$ cat config.mk
export PLATFORM = sky130hd
export DESIGN_NAME = seg_frame_arbiter
export DESIGN_NICKNAME = d
export VERILOG_FILES = /design/src/rtl/seg_frame_arbiter.sv
export SDC_FILE = /design/constraint.sdc
export NUM_CORES = 1
export LEC_CHECK = 0
export ABC_AREA = 1
export CORE_AREA = 2 2 154 156
export DETAILED_ROUTE_END_ITERATION = 16
export DIE_AREA = 0 0 156 158
export GPL_ROUTABILITY_DRIVEN = 0
export HOLD_SLACK_MARGIN = 0.03
export PLACE_DENSITY = 0.81
export SETUP_SLACK_MARGIN = 0.3
export SLEW_MARGIN = 20
export SYNTH_ARGS = -nofsm -noshare
export SYNTH_HDL_FRONTEND = slang
export SYNTH_SLANG_ARGS = --single-unit
$ cat constraint.sdc
create_clock -name clk -period 2.7 [get_ports clk]
set_clock_uncertainty 0.15 [all_clocks]
set_input_delay 0.27 -clock clk [delete_from_list [all_inputs] [get_ports clk]]
set_output_delay 0.27 -clock clk [all_outputs]
set_load 0.02 [all_outputs]
$ cat src/rtl/seg_frame_arbiter.sv
// Fixed-priority arbiter sharing the 8-digit seven-segment frame between producers, with minimum dwell.
// Optional blinking of requester 0 (alarm) enabled by defining SEG_FRAME_ARB_BLINK_EN.
module seg_frame_arbiter #(
  parameter int unsigned NUM_REQ      = 4,
  parameter int unsigned MIN_DWELL_MS = 500,
  parameter int unsigned BLINK_MS     = 250
) (
  input  logic                    clk,
  input  logic                    rst,
  input  logic                    tick_1ms,
  input  logic [NUM_REQ-1:0]      req_valid,
  input  logic [NUM_REQ*64-1:0]   req_frame,
  input  logic [63:0]             default_frame,
  output logic [63:0]             frame_out,
  output logic [NUM_REQ-1:0]      grant,
  output logic                    hold_active,
  output logic                    switch_pulse
);

  localparam int unsigned FW = 64;
  localparam int unsigned IW = (NUM_REQ > 1) ? $clog2(NUM_REQ) : 1;
  localparam int unsigned DW = (MIN_DWELL_MS > 0) ? $clog2(MIN_DWELL_MS + 1) : 1;

  if (NUM_REQ < 1 || BLINK_MS < 1) begin : g_param_check
    $error("seg_frame_arbiter: NUM_REQ and BLINK_MS must be at least 1");
  end

  typedef enum logic [1:0] {IDLE, SHOW, HOLD} state_t;

  state_t          state_q, state_d;
  logic [IW-1:0]   owner_q, owner_d;
  logic [DW-1:0]   dwell_q, dwell_d, dwell_dec;
  logic [FW-1:0]   frame_q, frame_d;
  logic [NUM_REQ-1:0] grant_d, hi_mask;
  logic            hold_d, pulse_d;
  logic            any_req, hp_any, do_grant, do_idle;
  logic [IW-1:0]   top_idx;
  logic [FW-1:0]   frames [NUM_REQ];

  for (genvar i = 0; i < NUM_REQ; i++) begin : g_unpack
    assign frames[i] = req_frame[FW*i +: FW];
  end

  // Lowest set index wins; hi_mask marks requesters that outrank the current owner
  always_comb begin
    top_idx = '0;
    hi_mask = '0;
    for (int i = NUM_REQ - 1; i >= 0; i--) begin
      if (req_valid[i]) top_idx = IW'(i);
    end
    for (int i = 0; i < NUM_REQ; i++) begin
      hi_mask[i] = (i < int'(owner_q));
    end
  end

  assign any_req   = |req_valid;
  assign hp_any    = |(req_valid & hi_mask);
  assign dwell_dec = (tick_1ms && dwell_q != '0) ? dwell_q - DW'(1) : dwell_q;

  // Next-state and output decode
  always_comb begin
    state_d  = state_q;
    owner_d  = owner_q;
    grant_d  = grant;
    dwell_d  = dwell_q;
    frame_d  = frame_q;
    hold_d   = 1'b0;
    pulse_d  = 1'b0;
    do_grant = 1'b0;
    do_idle  = 1'b0;

    case (state_q)
      IDLE: begin
        frame_d = default_frame;
        if (any_req) do_grant = 1'b1;
      end
      SHOW: begin
        frame_d = frames[owner_q];
        if (hp_any) begin
          do_grant = 1'b1;
        end else if (req_valid[owner_q]) begin
          dwell_d = dwell_dec;
        end else if (dwell_q != '0) begin
          state_d = HOLD;
          hold_d  = 1'b1;
          dwell_d = dwell_dec;
          frame_d = frame_q;
        end else if (any_req) begin
          do_grant = 1'b1;
        end else begin
          do_idle = 1'b1;
        end
      end
      HOLD: begin
        if (hp_any) begin
          do_grant = 1'b1;
        end else if (req_valid[owner_q]) begin
          state_d = SHOW;
          frame_d = frames[owner_q];
          dwell_d = dwell_dec;
        end else if (dwell_q == '0) begin
          if (any_req) do_grant = 1'b1;
          else         do_idle  = 1'b1;
        end else begin
          hold_d  = 1'b1;
          dwell_d = dwell_dec;
        end
      end
      default: do_idle = 1'b1;
    endcase

    if (do_grant) begin
      state_d = SHOW;
      owner_d = top_idx;
      grant_d = NUM_REQ'(1) << top_idx;
      dwell_d = DW'(MIN_DWELL_MS);
      frame_d = frames[top_idx];
      hold_d  = 1'b0;
      pulse_d = 1'b1;
    end else if (do_idle) begin
      state_d = IDLE;
      owner_d = '0;
      grant_d = '0;
      dwell_d = '0;
      frame_d = default_frame;
      hold_d  = 1'b0;
      pulse_d = 1'b1;
    end
  end

`ifdef SEG_FRAME_ARB_BLINK_EN
  localparam int unsigned BW = $clog2(BLINK_MS + 1);

  logic [BW-1:0] blink_cnt_q, blink_cnt_d;
  logic          phase_q, phase_d;

  // Half-period counter for requester 0; restarts "on" whenever ownership changes
  always_comb begin
    blink_cnt_d = blink_cnt_q;
    phase_d     = phase_q;
    if (grant_d != grant) begin
      blink_cnt_d = '0;
      phase_d     = 1'b1;
    end else if (grant[0] && tick_1ms) begin
      if (blink_cnt_q == BW'(BLINK_MS - 1)) begin
        blink_cnt_d = '0;
        phase_d     = ~phase_q;
      end else begin
        blink_cnt_d = blink_cnt_q + BW'(1);
      end
    end
  end

  always_ff @(posedge clk) begin
    if (rst) begin
      blink_cnt_q <= '0;
      phase_q     <= 1'b1;
      frame_out   <= '0;
    end else begin
      blink_cnt_q <= blink_cnt_d;
      phase_q     <= phase_d;
      frame_out   <= (grant_d[0] && !phase_d) ? '0 : frame_d;
    end
  end
`else
  always_ff @(posedge clk) begin
    if (rst) frame_out <= '0;
    else     frame_out <= frame_d;
  end
`endif

  // State and registered outputs
  always_ff @(posedge clk) begin
    if (rst) begin
      state_q      <= IDLE;
      owner_q      <= '0;
      dwell_q      <= '0;
      frame_q      <= '0;
      grant        <= '0;
      hold_active  <= 1'b0;
      switch_pulse <= 1'b0;
    end else begin
      state_q      <= state_d;
      owner_q      <= owner_d;
      dwell_q      <= dwell_d;
      frame_q      <= frame_d;
      grant        <= grant_d;
      hold_active  <= hold_d;
      switch_pulse <= pulse_d;
    end
  end

endmodule

==> flow_summary.toml, run 1 <==
[worst_setup_path]
timing.rr.end = "frame_q[63]$_SDFFE_PP0P_"
timing.critical_path.slowest_cell_delay_ps = 320
endpoint = "frame_q[63]$_SDFFE_PP0P_"
cp_cell_sequence = "inv_2 -> ha_4 -> inv_2 -> nor2_1 -> nand2_1 -> nor2_4 -> nand3_2 -> nand2_2 -> nand2_2 -> nand2_2 -> nand2_4 -> nand2_4 -> nand2_8 -> buf_12 -> clkbuf_16 -> nor2_4 -> nor2_1"
r2r_cells = 17
path_max_fanout = 8
slowest_stage = "dfxtp_2"
crit_family = "simple AND/OR/NAND/NOR gates"
critPathLaunchType = "flip-flop"
cp.arrival_ps = 2420
cpMostUsedCell = "nand2_2"
crit_buf_inv = 4
cp.depth = 17
critical_path_required_ps = 2780
crit_type = "flip-flop to flip-flop"
endpoint_kind = "flip-flop"
r2r_slack_ps = 360

[min_path]
worstHoldPathType = "flip-flop to flip-flop"

[global_routing]
grt_pass1_wl_um = 63200
grt-ovfl-total = 0
grt_start_max_net_pins = 77
grt_pass1_vias = 12300
antenna_found_initial = 2
track_usage_pct = 32.0

[logic_synthesis]
synth-seq-cells = 83
syn_nets = 2204
syn_area_per_cell_sq_um = 5.12
syn_inst = 1871
yosys_warnings = 0
syn_area_sq_um = 9590
yosysSeqAreaShare_pct = 17.3
synth.distinct_cells = 26

[finish]
nNetsFinal = 2537
final_common_cell = "nand2_1"
final_layout_size_suffix_gt1_share_pct = 6.66
n_fill_cell = 2070
area_growth_pct = 53.2
layout_common_cells = "nand2_1, clkdlybuf4s50_1, nor2_1"

[sta]
whs_ps = 305
slew_viol_final = 0
worstMarginPinSlew_ps = 980
relSlewSlack_pct = 34.7
period_minus_slack_ps = 2340
finalSetupViolCount = 0
max_freq_mhz = 428
hold_viol_final = 0
fin_crit_sh_pct = 86.6
tns_ps = 0
grt_setup_unrepaired = "true"

[floorplanning]
initial_utilization_pct = 41.6
ioPinCount = 397
fp.dieW_um = 156
rows = 56
fp.coreArea_sq_um = 23100
die_h_um = 158
dieArea_sq_um = 24600

[route]
ant_nets = 0
dr.pass1.iters = 6
vias = 13800
wl_per_cell_um = 17.8
wl_um = 44500
drt_iter0_drc = 1602
routed_via_density = 5.53
remaining_drc_errors = 0

[power_and_ir_drop]
power.leakage_nw = 6.64
power_density_nw_per_um2 = 839
ir_worst_vdd_mv = 0.519

[clocking]
h-tree-depth = 3
cts_made_buffers = 9
cts_tree = "built"
path_clk_slew_ps = 70
postCtsHoldBufs = 0
cts_buffer_depth = 2
clock-sinks = 83
root_buffer = "clkbuf_16"
clock_latency_ps = 340

[placed_design]
port-buffer-count = 396
dp_hpwl_um = 28500

[outcome]
run_status = "finished clean"

[run]
cap_violations = 0
layer usage:
| layer | GRT usage [%] | share of wire [%] | vias to the layer above |
|---|---|---|---|
| met5 | 0 | 0 | - |
| li1 | - | - | 6590 |
| met1 | 39.7 | 40 | 6272 |
| met2 | 52.9 | 46 | 823 |
| met3 | 6.13 | 9.4 | 146 |
| met4 | 16.3 | 4.7 | 0 |
flip-flops by register name (all words and copies together), names as in the netlist, named ones only:
register	cells
grant	4
hold_active	1
dwell_q	7
owner_q	2
switch_pulse	1
frame_q	64
state_q	2
power by group:
group | switching (mW) | leakage (nW) | internal, mW
sequential | 0.358 | 0.691 | 1.80
clock | 0.525 | 0.144 | 0.761
combinational | 5.11 | 5.80 | 3.75
cells in the mapped netlist (all sizes together):
master	count	area, sq um
o21ai	207	1040
inv	92	345
mux2i	64	641
nand2	690	2590
nor2	424	1600
nand4	66	413
xor2	3	26.3
a21oi	8	40.0
buf	86	474
clkbuf	50	190
xnor2	5	43.8
or2	1	6.26
ha	6	75.1
nand3	86	435
dfxtp	83	1660
area by class of cell:
class	instances	area, sq um	area share (%)
clock inverter	4	50.0	0.341
multi-input combinational	1560	7190	48.9
clock buffer	11	253	1.72
timing repair buffer	458	4810	32.7
tap	290	363	2.47
inverter	92	349	2.38
sequential	83	1670	11.4
antenna	2	5.00	0.0341
worst register-to-register path, cell delays in order, from the launching register on:
cell and delay [ps]:
dfxtp_2 320, inv_2 70, ha_4 130, inv_2 30, nor2_1 70, nand2_1 90
nor2_4 210, nand3_2 90, nand2_2 80, nand2_2 70, nand2_2 120, nand2_4 100
nand2_4 110, nand2_8 100, buf_12 180, clkbuf_16 180, nor2_4 110, nor2_1 40
worst min-delay path by stage:
stage,from,end,slack [ps],cells past startpoint
floorplan,rst,grant[1]$_SDFFE_PP0P_,190,1
global placement,grant[0]$_SDFFE_PP0P_,grant[0]$_SDFFE_PP0P_,300,2
detailed placement,grant[2]$_SDFFE_PP0P_,grant[2]$_SDFFE_PP0P_,290,2
CTS,grant[2]$_SDFFE_PP0P_,grant[2]$_SDFFE_PP0P_,300,2
global route,grant[2]$_SDFFE_PP0P_,grant[2]$_SDFFE_PP0P_,330,2
finish,grant[2]$_SDFFE_PP0P_,grant[2]$_SDFFE_PP0P_,310,2
cells by family (layout without fill, tap and decap cells):
group / Yosys count / in the layout / share of synthesized area [%]
buffers and inverters: 228 / 565 / 10.5
xor gates and xnor gates: 8 / 8 / 0.731
AOI/OAI and AO/OA: 215 / 215 / 11.3
adders and majority gates: 6 / 6 / 0.783
other: 0 / 2 / 0
DFF: 83 / 83 / 17.3
muxes: 64 / 64 / 6.68
and+or+nand+nor: 1267 / 1267 / 52.7
per-stage QoR:
step / utilization, % / cell area, sq um / cells / worst slack (ps) / power (mW)
global placement: 59.5 / 13700 / 2453 / 172 / 9.77
global route: 63.7 / 14700 / 2500 / 246 / 13.2
detailed placement: 59.5 / 13700 / 2453 / 71.1 / 9.92
CTS: 61.1 / 14100 / 2470 / 305 / 11.4
floorplan: - / 9590 / 1871 / 440 / 7.13
finish: 63.7 / 14700 / 2500 / 363 / 12.3
what timing repair did:
action,4_1_cts,5_1_grt
setup buffers,1,16
gates cloned,1,12
pin swaps,0,19
gates resized for setup,4,72
endpoints found under the setup margin,38,70
(Power assumes the default switching activity.)
==> inputs of run 2 (changes only) <==
Settings changed: GPL_TIMING_DRIVEN from default to 0, SETUP_SLACK_MARGIN 0.3 to 0.15.
==> run 2 against run 1 <==
Against the previous run:
- first-iteration DRC count increased by 11%
- worst hold slack improved by 6.6 ps
- global-route usage increased by 4.1 points
- maximum frequency decreased by 6.2%
- wire length increased by 6.9%
- register-to-register slack got worse by 150 ps
- sequential cell count unchanged
- cell area decreased by 1.8%
- clock power about the same
- non-clock buffer count increased by 78
- critical path depth decreased by 9
- largest cell class unchanged
==> flow_summary.toml, run 2 (synthesized netlist as in run 1, its figures left out) <==
[global_routing]
met1_usage_pct = 45.4
grt-ovfl-total = 0
top_usage_layer = "met2"
antenna_found_initial = 1
use_met3_pct = 5.86
grt_start_max_net_pins = 15
grt_pass1_wl_um = 69700
use_met2_pct = 60.0
grt_pass1_vias = 12800
track_usage_pct = 36.1

[power_and_ir_drop]
power.leakage_nw = 6.66
p_total_mw = 11.8
power_density_nw_per_um2 = 817
ir_worst_vdd_mv = 0.488

[placed_design]
dp_hpwl_um = 36200
port-buffer-count = 396
place_area_sq_um = 13900
pre_cts_slack_ps = -284
dp.cells = 2557

[floorplanning]
rows = 56
dieArea_sq_um = 24600
fp.coreArea_sq_um = 23100
initial_utilization_pct = 41.6
fp.dieW_um = 156
ioPinCount = 397
die_h_um = 158

[finish]
top_register = "frame_q"
utilization_pct = 62.6
instances_no_fill = 2579
nNetsFinal = 2615
final_layout_size_suffix_gt1_share_pct = 5.69
area_growth_pct = 50.4
final_common_cell = "nand2_1"
reg_top3 = "frame_q: 64 flops, dwell_q: 7 flops, grant: 4 flops"
postLayoutCellArea_sq_um = 14400
largest_reg_flops = 64
layout_common_cells = "nand2_1, nor2_1, clkdlybuf4s50_1"

[sta]
whs_ps = 312
finalSetupViolCount = 0
fin_crit_sh_pct = 92.2
worstMarginPinSlew_ps = 906
tns_ps = 0
relSlewSlack_pct = 39.6
grt_setup_unrepaired = "true"
period_minus_slack_ps = 2490
slew_viol_final = 0
max_freq_mhz = 402
setup_slack_ps = 210
hold_viol_final = 0

[clocking]
clock-sinks = 83
path_clk_slew_ps = 70
cts_buffer_depth = 2
root_buffer = "clkbuf_16"
clock_latency_ps = 360
h-tree-depth = 3
postCtsHoldBufs = 0
cts_tree = "built"
cts_made_buffers = 9

[route]
routed_via_density = 5.58
vias = 14400
wl_um = 47500
drt_iter0_drc = 1779
ant_nets = 0
dr.pass1.iters = 8
wl_per_cell_um = 18.4
remaining_drc_errors = 0

[worst_setup_path]
crit_family = "buffers and inverters"
cp.arrival_ps = 2620
crit_type = "flip-flop to flip-flop"
critPathLaunchType = "flip-flop"
path_max_fanout = 10
slowest_stage = "buf_1"
crit_buf_inv = 3
timing.critical_path.slowest_cell_delay_ps = 540
r2r_slack_ps = 210
cpMostUsedCell = "nor2_1"
critical_path_required_ps = 2830
endpoint_kind = "flip-flop"
cp_cell_sequence = "ha_1 -> inv_1 -> clkbuf_1 -> buf_1 -> nand3_1 -> nand2_1 -> nor2_1 -> nor2_1"

[outcome]
run_status = "finished clean"

[run]
cap_violations = 0

[min_path]
worstHoldPathType = "flip-flop to flip-flop"
==> run 2: cell count changes in the layout (fill, tap and decap cells not counted), moves of 18 or more <==
cell      previous run  this run
buf_1                0        22
clkbuf_1             0        26
clkbuf_2             0        21
nor2_1             386       416
nor2_4              21         3
buf_2                0        31
==> run 2: repair_timing <==
item                                    CTS  global route
buffers inserted                          0             3
endpoints found under the hold margin     0             0
resized for setup                         9            88
pin swaps                                 0             4
gates cloned                              0             1
endpoints found under the setup margin   56            83
==> run 2: routing by layer <==
metal	vias up	wire length, um
met2	1038	21800
met5	-	0
li1	6739	-
met4	0	2390
met1	6435	18200
met3	179	5150
==> run 2: worst register-to-register path, cell delays in order, from the launching register on <==
cell and delay (ps):
dfxtp_1 360, ha_1 270, inv_1 240, clkbuf_1 450, buf_1 550, nand3_1 160, nand2_1 100, nor2_1 40
nor2_1 100
==> run 2: cell type report <==
| class | count | area [sq um] |
|---|---|---|
| inverters | 92 | 345 |
| well taps | 290 | 363 |
| plain buffers | 136 | 759 |
| diodes | 3 | 7.51 |
| clock buffers | 10 | 239 |
| clock inverters | 5 | 62.6 |
| multi-input cells | 1560 | 6970 |
| repair buffers | 400 | 4010 |
| flip-flops and latches | 83 | 1660 |
| fillers | 2220 | 8630 |
==> run 2: final timing paths <==
check                                from                  endpoint  cells after the start
hold reg to reg     grant[2]$_SDFFE_PP0P_     grant[2]$_SDFFE_PP0P_                      2
hold / removal      grant[2]$_SDFFE_PP0P_     grant[2]$_SDFFE_PP0P_                      2
setup reg to reg  state_q[0]$_SDFFE_PP0P_  frame_q[47]$_SDFFE_PP0P_                      8
setup / recovery  state_q[0]$_SDFFE_PP0P_  frame_q[47]$_SDFFE_PP0P_                      8
==> run 2: report_power, final <==
part           leakage [nW]  total, mW  switching, mW  internal [mW]
combinational          5.83       8.30           4.90           3.40
clock                 0.141       1.30          0.554          0.743
sequential            0.688       2.18          0.385           1.80
total                  6.66       11.8           5.84           5.94
==> inputs of run 3 (changes only) <==
Settings changed: SKIP_LAST_GASP from default to 1.
==> results of run 3 <==
Final layout, timing and power as in run 2 (identical DEF).
